==> src/rtl/serializer128.sv <==
// serializer128: accepts a 128-bit word on a valid/ready handshake and streams
// it out LSB-first as OUT_W-bit beats on a downstream valid/ready handshake.
// Optional build macro: SERIALIZER128_PREFETCH_EN adds a one-word holding
// register so back-to-back words stream without an idle cycle between them.
//
// Ports:
//   clk, resetn    clock, asynchronous active-low reset
//   clear_i        synchronous flush, drops any word in progress
//   d_i, valid_i   input word and its valid
//   ready_o        block can accept d_i this cycle
//   beat_o         current output beat
//   beat_valid_o   beat_o valid
//   beat_ready_i   downstream accepts the beat this cycle
//   beat_last_o    current beat is the last beat of its word
//   beat_idx_o     index of the current beat within its word
//   busy_o         a word is being serialized (or held, with prefetch)
module serializer128 #(
  parameter int unsigned OUT_W = 32
) (
  input  logic                            clk,
  input  logic                            resetn,
  input  logic                            clear_i,
  input  logic [127:0]                    d_i,
  input  logic                            valid_i,
  output logic                            ready_o,
  output logic [OUT_W-1:0]                beat_o,
  output logic                            beat_valid_o,
  input  logic                            beat_ready_i,
  output logic                            beat_last_o,
  output logic [$clog2(128/OUT_W)-1:0]    beat_idx_o,
  output logic                            busy_o
);

  localparam int unsigned WORD_W = 128;
  localparam int unsigned BEATS  = WORD_W / OUT_W;
  localparam int unsigned IDX_W  = $clog2(BEATS);
  localparam logic [IDX_W-1:0] LAST_IDX = IDX_W'(BEATS - 1);

  typedef enum logic {
    IDLE = 1'b0,
    SEND = 1'b1
  } state_t;

  state_t            state, state_nxt;
  logic [WORD_W-1:0] sreg, sreg_nxt;
  logic [IDX_W-1:0]  cnt, cnt_nxt;
`ifdef SERIALIZER128_PREFETCH_EN
  logic [WORD_W-1:0] pend, pend_nxt;
  logic              pend_v, pend_v_nxt;
`endif

  logic in_hs;
  logic beat_hs;
  logic at_last;

  assign in_hs   = valid_i && ready_o;
  assign beat_hs = beat_valid_o && beat_ready_i;
  assign at_last = (cnt == LAST_IDX);

  // State and datapath registers
  always_ff @(posedge clk or negedge resetn) begin
    if (!resetn) begin
      state  <= IDLE;
      sreg   <= '0;
      cnt    <= '0;
`ifdef SERIALIZER128_PREFETCH_EN
      pend   <= '0;
      pend_v <= 1'b0;
`endif
    end else begin
      state  <= state_nxt;
      sreg   <= sreg_nxt;
      cnt    <= cnt_nxt;
`ifdef SERIALIZER128_PREFETCH_EN
      pend   <= pend_nxt;
      pend_v <= pend_v_nxt;
`endif
    end
  end

  // Next state and datapath; clear overrides both handshakes
  always_comb begin
    state_nxt = state;
    sreg_nxt  = sreg;
    cnt_nxt   = cnt;
`ifdef SERIALIZER128_PREFETCH_EN
    pend_nxt   = pend;
    pend_v_nxt = pend_v;
`endif
    if (clear_i) begin
      state_nxt = IDLE;
      sreg_nxt  = '0;
      cnt_nxt   = '0;
`ifdef SERIALIZER128_PREFETCH_EN
      pend_nxt   = '0;
      pend_v_nxt = 1'b0;
`endif
    end else begin
      case (state)
        IDLE: begin
          if (in_hs) begin
            sreg_nxt  = d_i;
            cnt_nxt   = '0;
            state_nxt = SEND;
          end
        end
        SEND: begin
`ifdef SERIALIZER128_PREFETCH_EN
          if (in_hs) begin
            pend_nxt   = d_i;
            pend_v_nxt = 1'b1;
          end
`endif
          if (beat_hs) begin
            if (at_last) begin
              cnt_nxt = '0;
`ifdef SERIALIZER128_PREFETCH_EN
              if (pend_v) begin
                // Held word follows immediately; ready_o was low so no new word
                sreg_nxt   = pend;
                pend_v_nxt = 1'b0;
              end else if (in_hs) begin
                // Word arriving on the last beat bypasses the holding register
                sreg_nxt   = d_i;
                pend_v_nxt = 1'b0;
              end else begin
                sreg_nxt  = '0;
                state_nxt = IDLE;
              end
`else
              sreg_nxt  = '0;
              state_nxt = IDLE;
`endif
            end else begin
              sreg_nxt = sreg >> OUT_W;
              cnt_nxt  = cnt + IDX_W'(1);
            end
          end
        end
        default: state_nxt = IDLE;
      endcase
    end
  end

  // Outputs decoded from registered state
  always_comb begin
    beat_valid_o = (state == SEND);
    beat_o       = (state == SEND) ? sreg[OUT_W-1:0] : '0;
    beat_idx_o   = cnt;
    beat_last_o  = (state == SEND) && at_last;
`ifdef SERIALIZER128_PREFETCH_EN
    ready_o      = !pend_v;
    busy_o       = (state == SEND) || pend_v;
`else
    ready_o      = (state == IDLE);
    busy_o       = (state == SEND);
`endif
  end

endmodule

==> config.mk <==
export PLATFORM = sky130hd
export DESIGN_NAME = serializer128
export DESIGN_NICKNAME = d
export VERILOG_FILES = /design/src/rtl/serializer128.sv
export SDC_FILE = /design/constraint.sdc
export NUM_CORES = 1
export LEC_CHECK = 0
export BUFFER_PORTS_ARGS = -buffer_cell sky130_fd_sc_hd__buf_2
export CORE_MARGIN = 2
export CORE_UTILIZATION = 50
export DETAILED_ROUTE_END_ITERATION = 16
export GPL_TIMING_DRIVEN = 0
export PLACE_DENSITY = 0.81
export SKIP_CTS_REPAIR_TIMING = 1
export SLEW_MARGIN = 40
export SYNTH_ARGS = -nofsm -noshare
export SYNTH_HDL_FRONTEND = slang
export SYNTH_SLANG_ARGS = --single-unit
==> constraint.sdc <==
create_clock -name clk -period 2.4 [get_ports clk]
set_input_delay 0.6 -clock clk [delete_from_list [all_inputs] [get_ports clk]]
set_output_delay 0.6 -clock clk [all_outputs]
set_load 0.02 [all_outputs]
==> flow_metrics.env, run 1 <==
export IMPL_port_buffers=170
export IMPL_power_leakage_nw=4.21
export IMPL_synthTopCellsByArea="dfrtp_1 (53%), mux2_2 (10%), a22o_1 (9.0%)"
export IMPL_synthesis_area_sq_um=6230
export IMPL_drive_above_1_share_pct=41.4
export IMPL_cts_buffers=17
export IMPL_synth_cells=515
export IMPL_final_cells=893
export IMPL_status="finished clean"
export IMPL_finalWeightedCongestion=0.891
export IMPL_rows=40
export IMPL_io_pins=171
export IMPL_cts_root_buffer="clkbuf_16"
export IMPL_nFillCells=906
export IMPL_die_area_sq_um=13400
export IMPL_clkLatencyLatePin_ns=0.42
export IMPL_p_clk_share_pct=47.0
export IMPL_drc_errors=0
export IMPL_ir_drop_v=0.000539
export IMPL_swShare_pct=23.7
export IMPL_ys_types=25
export IMPL_cts_htree_levels=4
export IMPL_hold_viol=0
export IMPL_clockBufferDepth=2
export IMPL_initial_utilization_pct=51.5
export IMPL_die_w_um=116
export IMPL_p_comb_share_pct=13.4
export IMPL_slew_headroom_pct=65.1
export IMPL_grt_pass1_vias=5050
export IMPL_netlist_top_cells_count="dfrtp_1 (131), a22o_1 (64), mux2_2 (57)"
export IMPL_core_sq_um=12100
export IMPL_antenna_found_initial=5
export IMPL_syn_to_final_growth_pct=29.5
export IMPL_dr_pass1_iters=5
export IMPL_setup_violations=0
export IMPL_seq_power_share_pct=39.6
export IMPL_cts_sinks=131
export IMPL_crit_type="flop to primary output"
export IMPL_yosysMostFrequentCell="dfrtp_1"
export IMPL_syn_nets=649
export IMPL_final_net_count=842
export IMPL_power_switching_mw=1.51
export IMPL_num_vias=4889
export IMPL_yosys_area_top_type="dfrtp_1"
export IMPL_post_route_min_period_ns=2.33
export IMPL_p_int_mw=4.87
export IMPL_crit_fanout=10
export IMPL_clock_fmax_mhz=429
export IMPL_seq_area_frac_synth_pct=52.6
export IMPL_ys_ff_latch=131
export IMPL_async_flop_share_pct=100
export IMPL_required_ns=1.80
export IMPL_grt_start_max_net_pins=70
export IMPL_path_clk_slew_ns=0.06
export IMPL_gr_total_overflow=0
export IMPL_power_density_nw_per_um2=790
export IMPL_fin_hold_ws_ns=0.110
export IMPL_tightest_slew_ns=0.522
export IMPL_synth_edf_count=0
export IMPL_wirelength_mm=16.3
export IMPL_routedWlPerCell_um=18.3
export IMPL_maxCapViolations=0
export IMPL_clock_skew_ns=0.00692
export IMPL_grt_pass1_wl_mm=25.4
export IMPL_cts_tree="yes"
export IMPL_hpwl_mm=12.0
export IMPL_vias_per_cell=5.47
export IMPL_syn_area_per_cell_sq_um=12.1
export IMPL_yosys_most_used_dff="dfrtp_1"
export IMPL_ys_warn_count=0
export IMPL_synth_top_cell_area_share_pct=52.6
export IMPL_end_kind="primary output"
export IMPL_cp_start_kind="flop"
export IMPL_worstPathArrival_ns=1.73
export IMPL_dieHeight_um=116
export IMPL_drt_antenna_violating_nets=0
export IMPL_dp_cells=854
export IMPL_hold_path_class="input port to asynchronous set/reset pin"
export IMPL_track_usage_pct=25.0
export IMPL_finalCritPeriodShare_pct=97.1
export IMPL_slew_violations=0
export IMPL_drt_iter0_drc=289
-- registers in the layout, summed over array words and instances (netlist names) --
signal,flops
sreg,128
beat_idx_o,2
beat_valid_o,1
-- cell usage in the layout, fill, tap and decap left out, types with 2 or more instances in the layout --
| cell type | n |
|---|---|
| clkbuf_16 | 17 |
| mux2i_1 | 32 |
| mux2_2 | 57 |
| nor4b_1 | 32 |
| clkinvlp_4 | 4 |
| a22oi_1 | 32 |
| clkbuf_4 | 2 |
| buf_2 | 190 |
| buf_1 | 2 |
| dfrtp_1 | 130 |
| clkbuf_1 | 15 |
| bufinv_16 | 7 |
| mux2_1 | 7 |
| buf_4 | 11 |
| clkinv_4 | 2 |
| diode_2 | 5 |
| a21o_1 | 33 |
| clkinv_2 | 2 |
| nor2_1 | 35 |
| a22o_1 | 64 |
| inv_1 | 32 |
-- area by class of cell --
cell class	count	area, sq um	area share (%)
tap	168	210	2.60
timing repair buffer	174	911	11.3
multi-input combinational	302	2590	32.1
inverter	33	128	1.58
clock buffer	17	425	5.27
buffer	49	255	3.16
antenna	5	12.5	0.155
sequential	131	3280	40.6
clock inverter	14	260	3.22
-- metrics by stage --
stage / TNS [ns] / utilization [%] / power, mW / instance area, sq um / setup WS (ns)
floorplan: 0 / - / 3.06 / 6230 / 0.217
global placement: -111.54 / 60.2 / 3.35 / 7300 / -0.859
detailed placement: 0 / 60.5 / 3.40 / 7330 / 0.0411
CTS: -10.36 / 66.2 / 6.41 / 8020 / -0.413
global route: -0.0907 / 66.6 / 6.61 / 8070 / -0.0195
finish: 0 / 66.6 / 6.38 / 8070 / 0.0703
-- kinds of logic (layout without fill, tap and decap cells) --
family                     after synthesis  count (layout)  synth area share [%]
other                                    0               5                     0
and+or+nand+nor                         72              72                  7.28
muxes                                   96              96                  16.7
buffers and inverters                   82             287                  5.88
DFF                                    131             131                  52.6
AOI/OAI and AO/OA                      132             132                  17.2
xor gates and xnor gates                 1               1                 0.141
adders and majority gates                1               1                 0.201
-- path summary, 6_finish.rpt --
| path | from | endpoint | slack (ns) | cells past startpoint |
|---|---|---|---|---|
| max | beat_valid_o | beat_o[2] | 0.07 | 5 |
| min | resetn | sreg[123] | 0.11 | 1 |
| max reg2reg | beat_idx_o[0] | sreg[31] | 0.34 | 6 |
| min reg2reg | sreg[97] | sreg[97] | 0.48 | 1 |
| max in group asynchronous | resetn | beat_valid_o | 1.60 | 2 |
| min in group clk | sreg[97] | sreg[97] | 0.48 | 1 |
-- per-layer routing --
metal	wire, um	vias to the layer above	track usage [%]
met2	8040	151	39.9
li1	-	2287	-
met1	6920	2412	32.6
met5	0	-	0
met3	731	39	5.18
met4	645	0	12.9
-- worst max-delay path, cell delays in order (launching register included) --
cell        delay (ns)
dfrtp_2           0.41
buf_4             0.19
clkinvlp_4        0.16
clkbuf_4          0.22
nor2_1            0.14
buf_2             0.18
-- power by group through the flow --
stage | clock [mW] | combinational [mW] | sequential [mW]
final | 3.00 | 0.858 | 2.52
after global routing | 3.13 | 0.942 | 2.54
after CTS | 3.03 | 0.851 | 2.52
after floorplan | 0 | 0.541 | 2.52
after global placement | 0 | 0.802 | 2.55
after detailed placement | 0 | 0.841 | 2.56
Power figures use the tool's default switching activity.
==> run 2, diff against run 1 <==
- CORE_MARGIN: 2 -> 1
==> run 2 against run 1 <==
Sequential cell count unchanged. Power decreased by 3.4%. Register-to-register slack got worse by 0.02 ns. Count of clock-buffer cells in the layout increased by 3. Sequential share of layout area increased by 0.13 points. Non-clock buffer count unchanged. Clock skew decreased by 0.0013 ns. Critical path type unchanged. Critical endpoint is now beat_o[3]. Largest power group unchanged.
==> flow_metrics.env, run 2 (synthesis gave the netlist of run 1 again) <==
export IMPL_status="finished clean"
export IMPL_cts_htree_levels=4
export IMPL_slew_violations=0
export IMPL_grt_pass1_wl_mm=25.1
export IMPL_io_pins=171
export IMPL_setup_violations=0
export IMPL_crit_fanout=10
export IMPL_die_area_sq_um=12900
export IMPL_antenna_found_initial=3
export IMPL_cts_buffers=17
export IMPL_max_stage_delay_ns=0.38
export IMPL_nFillCells=893
export IMPL_clkLatencyLatePin_ns=0.42
export IMPL_clockBufferDepth=2
export IMPL_finalCritPeriodShare_pct=95.5
export IMPL_rsz0062_at_grt="no"
export IMPL_worstReg2RegStart="beat_idx_o[0]"
export IMPL_crit_type="flop to primary output"
export IMPL_reg2reg_depth=6
export IMPL_die_w_um=114
export IMPL_track_usage_pct=25.6
export IMPL_required_ns=1.80
export IMPL_cts_sinks=131
export IMPL_worstPathArrival_ns=1.69
export IMPL_clock_skew_ns=0.00562
export IMPL_p_int_mw=4.65
export IMPL_fin_util_pct=66.7
export IMPL_end_kind="primary output"
export IMPL_final_common_cell="buf_2"
export IMPL_rrSetupSlack_ns=0.32
export IMPL_dieHeight_um=114
export IMPL_cp_start_kind="flop"
export IMPL_drt_iter0_drc=235
export IMPL_power_leakage_nw=4.20
export IMPL_crit_family="buffers and inverters"
export IMPL_initial_utilization_pct=51.7
export IMPL_drive_above_1_share_pct=41.5
export IMPL_largest_reg_flops=128
export IMPL_slowest_stage="dfrtp_2"
export IMPL_largest_register="sreg"
export IMPL_reg2reg_to="sreg[26]"
export IMPL_core_sq_um=12100
export IMPL_cts_tree="yes"
export IMPL_port_buffers=170
export IMPL_drc_errors=0
export IMPL_cts_root_buffer="clkbuf_16"
export IMPL_slew_headroom_pct=60.7
export IMPL_drt_antenna_violating_nets=0
export IMPL_gr_total_overflow=0
export IMPL_dr_pass1_iters=5
export IMPL_syn_to_final_growth_pct=29.1
export IMPL_vias_per_cell=5.41
export IMPL_swShare_pct=24.6
export IMPL_p_clk_share_pct=45.1
export IMPL_setup_tns_ns=0
export IMPL_clock_fmax_mhz=436
export IMPL_seq_power_share_pct=40.9
export IMPL_post_route_min_period_ns=2.29
export IMPL_grt_start_max_net_pins=52
export IMPL_crit_buf_inv=4
export IMPL_power_density_nw_per_um2=766
export IMPL_hold_viol=0
export IMPL_finalWeightedCongestion=0.864
export IMPL_path_clk_slew_ns=0.06
export IMPL_grt_pass1_vias=4906
export IMPL_power_switching_mw=1.51
export IMPL_hold_path_class="input port to asynchronous set/reset pin"
export IMPL_ir_drop_v=0.000606
export IMPL_p_comb_share_pct=14.0
export IMPL_path_cells="buf_6 -> clkinvlp_4 -> buf_4 -> nor2_1 -> buf_2"
export IMPL_tightest_slew_ns=0.581
export IMPL_routedWlPerCell_um=17.7
export IMPL_power_mw=6.16
export IMPL_maxCapViolations=0
export IMPL_rows=40
export IMPL_layout_common_cells="buf_2 (191), dfrtp_1 (130), a22o_1 (64)"
export IMPL_final_net_count=842
export IMPL_num_vias=4823
export IMPL_hpwl_mm=11.9
export IMPL_wirelength_mm=15.8
[run 2: final cells by class]
type	instances	area (sq um)	area share, %
buffer	49	256	3.19
sequential	131	3280	40.8
clock inverter	12	178	2.21
clock buffer	20	467	5.80
inverter	33	128	1.59
antenna	3	7.51	0.0933
timing repair buffer	174	931	11.6
multi-input combinational	302	2590	32.2
tap	168	210	2.61
[run 2: worst max-delay path by stage]
stage	slack (ns)	from	cells past startpoint	end
2_1_floorplan	0.22	beat_valid_o	4	beat_o[21]
3_3_place_gp	-0.88	resetn	1	sreg[122]
3_5_place_dp	0.04	beat_valid_o	5	beat_o[3]
4_1_cts	-0.44	beat_valid_o	5	beat_o[3]
5_1_grt	0.04	beat_valid_o	5	beat_o[3]
6_report	0.11	beat_valid_o	5	beat_o[3]
[run 2: metal layers]
metal / global-route usage [%] / share of wire (%) / vias up
met5: 0 / 0 / -
li1: - / - / 2288
met2: 44.4 / 52 / 133
met1: 31.5 / 42 / 2377
met3: 4.36 / 4.2 / 25
met4: 11.7 / 2.3 / 0
[run 2: power by group through the flow]
stage               logic [mW]  registers [mW]  clock network, mW
finish                   0.860            2.52               2.78
global route             0.940            2.54               2.90
CTS                      0.856            2.52               2.80
detailed placement       0.848            2.56                  0
global placement         0.800            2.55                  0
floorplan                0.541            2.52                  0
[run 2: through the flow]
stage / setup WS [ns] / cells / area (sq um) / hold slack, ns
3_5_place_dp: 0.0406 / 855 / 7360 / 0.469
2_1_floorplan: 0.217 / 515 / 6230 / 0.304
6_report: 0.109 / 892 / 8050 / 0.0328
5_1_grt: 0.0435 / 892 / 8050 / 0.0478
4_1_cts: -0.437 / 887 / 8010 / 0.0388
3_3_place_gp: -0.877 / 853 / 7300 / 0.461
==> run 3, diff against run 2 <==
- HOLD_SLACK_MARGIN: not set -> 0.08
==> run 3 against run 2 <==
Critical path depth did not move. First-iteration DRC count is 18% higher. Non-clock buffer count grew 1. Combinational power is essentially flat. Critical endpoint unchanged.
==> flow_metrics.env, run 3 (synthesis gave the netlist of run 1 again) <==
export IMPL_status="finished clean"
export IMPL_design_area_sq_um=8060
export IMPL_cts_sinks=131
export IMPL_cts_tree="yes"
export IMPL_syn_to_final_growth_pct=29.2
export IMPL_drive_above_1_share_pct=41.4
export IMPL_final_cells=893
export IMPL_setup_slack_ns=0.120
export IMPL_slew_headroom_pct=64.0
export IMPL_clock_skew_ns=0.00514
export IMPL_grt_pass1_vias=4906
export IMPL_wirelength_mm=15.8
export IMPL_clkLatencyLatePin_ns=0.42
export IMPL_num_vias=4849
export IMPL_drt_iter0_drc=277
export IMPL_rsz0062_at_grt="no"
export IMPL_hold_end="beat_valid_o"
export IMPL_worstPathArrival_ns=1.68
export IMPL_setup_violations=0
export IMPL_drt_antenna_violating_nets=0
export IMPL_cts_root_buffer="clkbuf_16"
export IMPL_pre_cts_slack_ns=0.0406
export IMPL_clockBufferDepth=2
export IMPL_required_ns=1.80
export IMPL_hold_path_class="input port to flop"
export IMPL_layout_common_cells="buf_2 (191), dfrtp_1 (130), a22o_1 (64)"
export IMPL_min_delay_start="beat_ready_i"
export IMPL_nFillCells=892
export IMPL_core_sq_um=12100
export IMPL_gr_total_overflow=0
export IMPL_end_kind="primary output"
export IMPL_dp_cells=855
export IMPL_power_mw=6.16
export IMPL_seq_area_sq_um=3280
export IMPL_initial_utilization_pct=51.7
export IMPL_largest_register="sreg"
export IMPL_ir_drop_v=0.000602
export IMPL_crit_type="flop to primary output"
export IMPL_cts_buffers=17
export IMPL_cts_htree_levels=4
export IMPL_hold_viol=0
export IMPL_antenna_found_initial=3
export IMPL_worstReg2RegStart="beat_idx_o[0]"
export IMPL_slew_violations=0
export IMPL_track_usage_pct=25.6
export IMPL_rows=40
export IMPL_routedWlPerCell_um=17.7
export IMPL_finalCritPeriodShare_pct=95.0
export IMPL_cp_start_kind="flop"
export IMPL_dr_pass1_iters=7
export IMPL_path_clk_slew_ns=0.06
export IMPL_die_area_sq_um=12900
export IMPL_port_buffers=170
export IMPL_crit_fanout=10
export IMPL_dieHeight_um=114
export IMPL_die_w_um=114
export IMPL_maxCapViolations=0
export IMPL_finalWeightedCongestion=0.864
export IMPL_grt_start_max_net_pins=52
export IMPL_io_pins=171
export IMPL_drc_errors=0
export IMPL_hpwl_mm=11.9
export IMPL_hold_depth=2
export IMPL_reg2reg_to="sreg[26]"
export IMPL_post_route_min_period_ns=2.28
export IMPL_largest_reg_flops=128
export IMPL_multiInputGateArea_sq_um=2590
export IMPL_power_density_nw_per_um2=765
export IMPL_final_common_cell="buf_2"
export IMPL_clock_fmax_mhz=439
export IMPL_final_net_count=843
export IMPL_dpl_cell_area_sq_um=7360
export IMPL_rrSetupSlack_ns=0.29
export IMPL_power_leakage_nw=4.20
export IMPL_vias_per_cell=5.43
export IMPL_reg2reg_depth=6
export IMPL_grt_pass1_wl_mm=25.1
export IMPL_tightest_slew_ns=0.532
export IMPL_fin_util_pct=66.8
==> run 3: worst max path at each step <==
stage	depth (start not counted)	from	end
floorplan	4	beat_valid_o	beat_o[21]
global placement	1	resetn	sreg[122]
detailed placement	5	beat_valid_o	beat_o[3]
CTS	5	beat_valid_o	beat_o[3]
global route	5	beat_valid_o	beat_o[3]
finish	5	beat_valid_o	beat_o[3]
==> run 3: critical path: stages (launching register included) <==
cell and delay, ns:
dfrtp_2 0.38, buf_6 0.14, clkinvlp_4 0.18, buf_4 0.23, nor2_1 0.14, buf_2 0.18
==> run 3: area by class of cell <==
| class | count | share of cell area (%) |
|---|---|---|
| Clock buffer | 20 | 5.79 |
| Inverter | 33 | 1.58 |
| Buffer | 49 | 3.18 |
| Multi-Input combinational cell | 302 | 32.1 |
| Antenna cell | 3 | 0.0932 |
| Tap cell | 168 | 2.61 |
| Sequential cell | 131 | 40.7 |
| Clock inverter | 12 | 2.21 |
| Timing Repair Buffer | 175 | 11.7 |
==> run 3: metrics by stage <==
stage | TNS (ns) | hold slack, ns
after global placement | -113.62 | 0.461
after global routing | 0 | 0.457
after floorplan | 0 | 0.304
final | 0 | 0.467
after CTS | -10.82 | 0.0388
after detailed placement | 0 | 0.469
==> run 3: routing by layer <==
metal	GRT usage [%]	share of wire, %
met5	0	0
met4	11.7	2.3
met3	4.36	4.6
met2	44.4	51
met1	31.5	42
==> run 3: power by group <==
group / leakage, nW / internal, mW / switching [mW]
Sequential: 1.73 / 2.41 / 0.108
Combinational: 2.17 / 0.415 / 0.447
Clock: 0.305 / 1.82 / 0.960
Total: 4.20 / 4.65 / 1.52
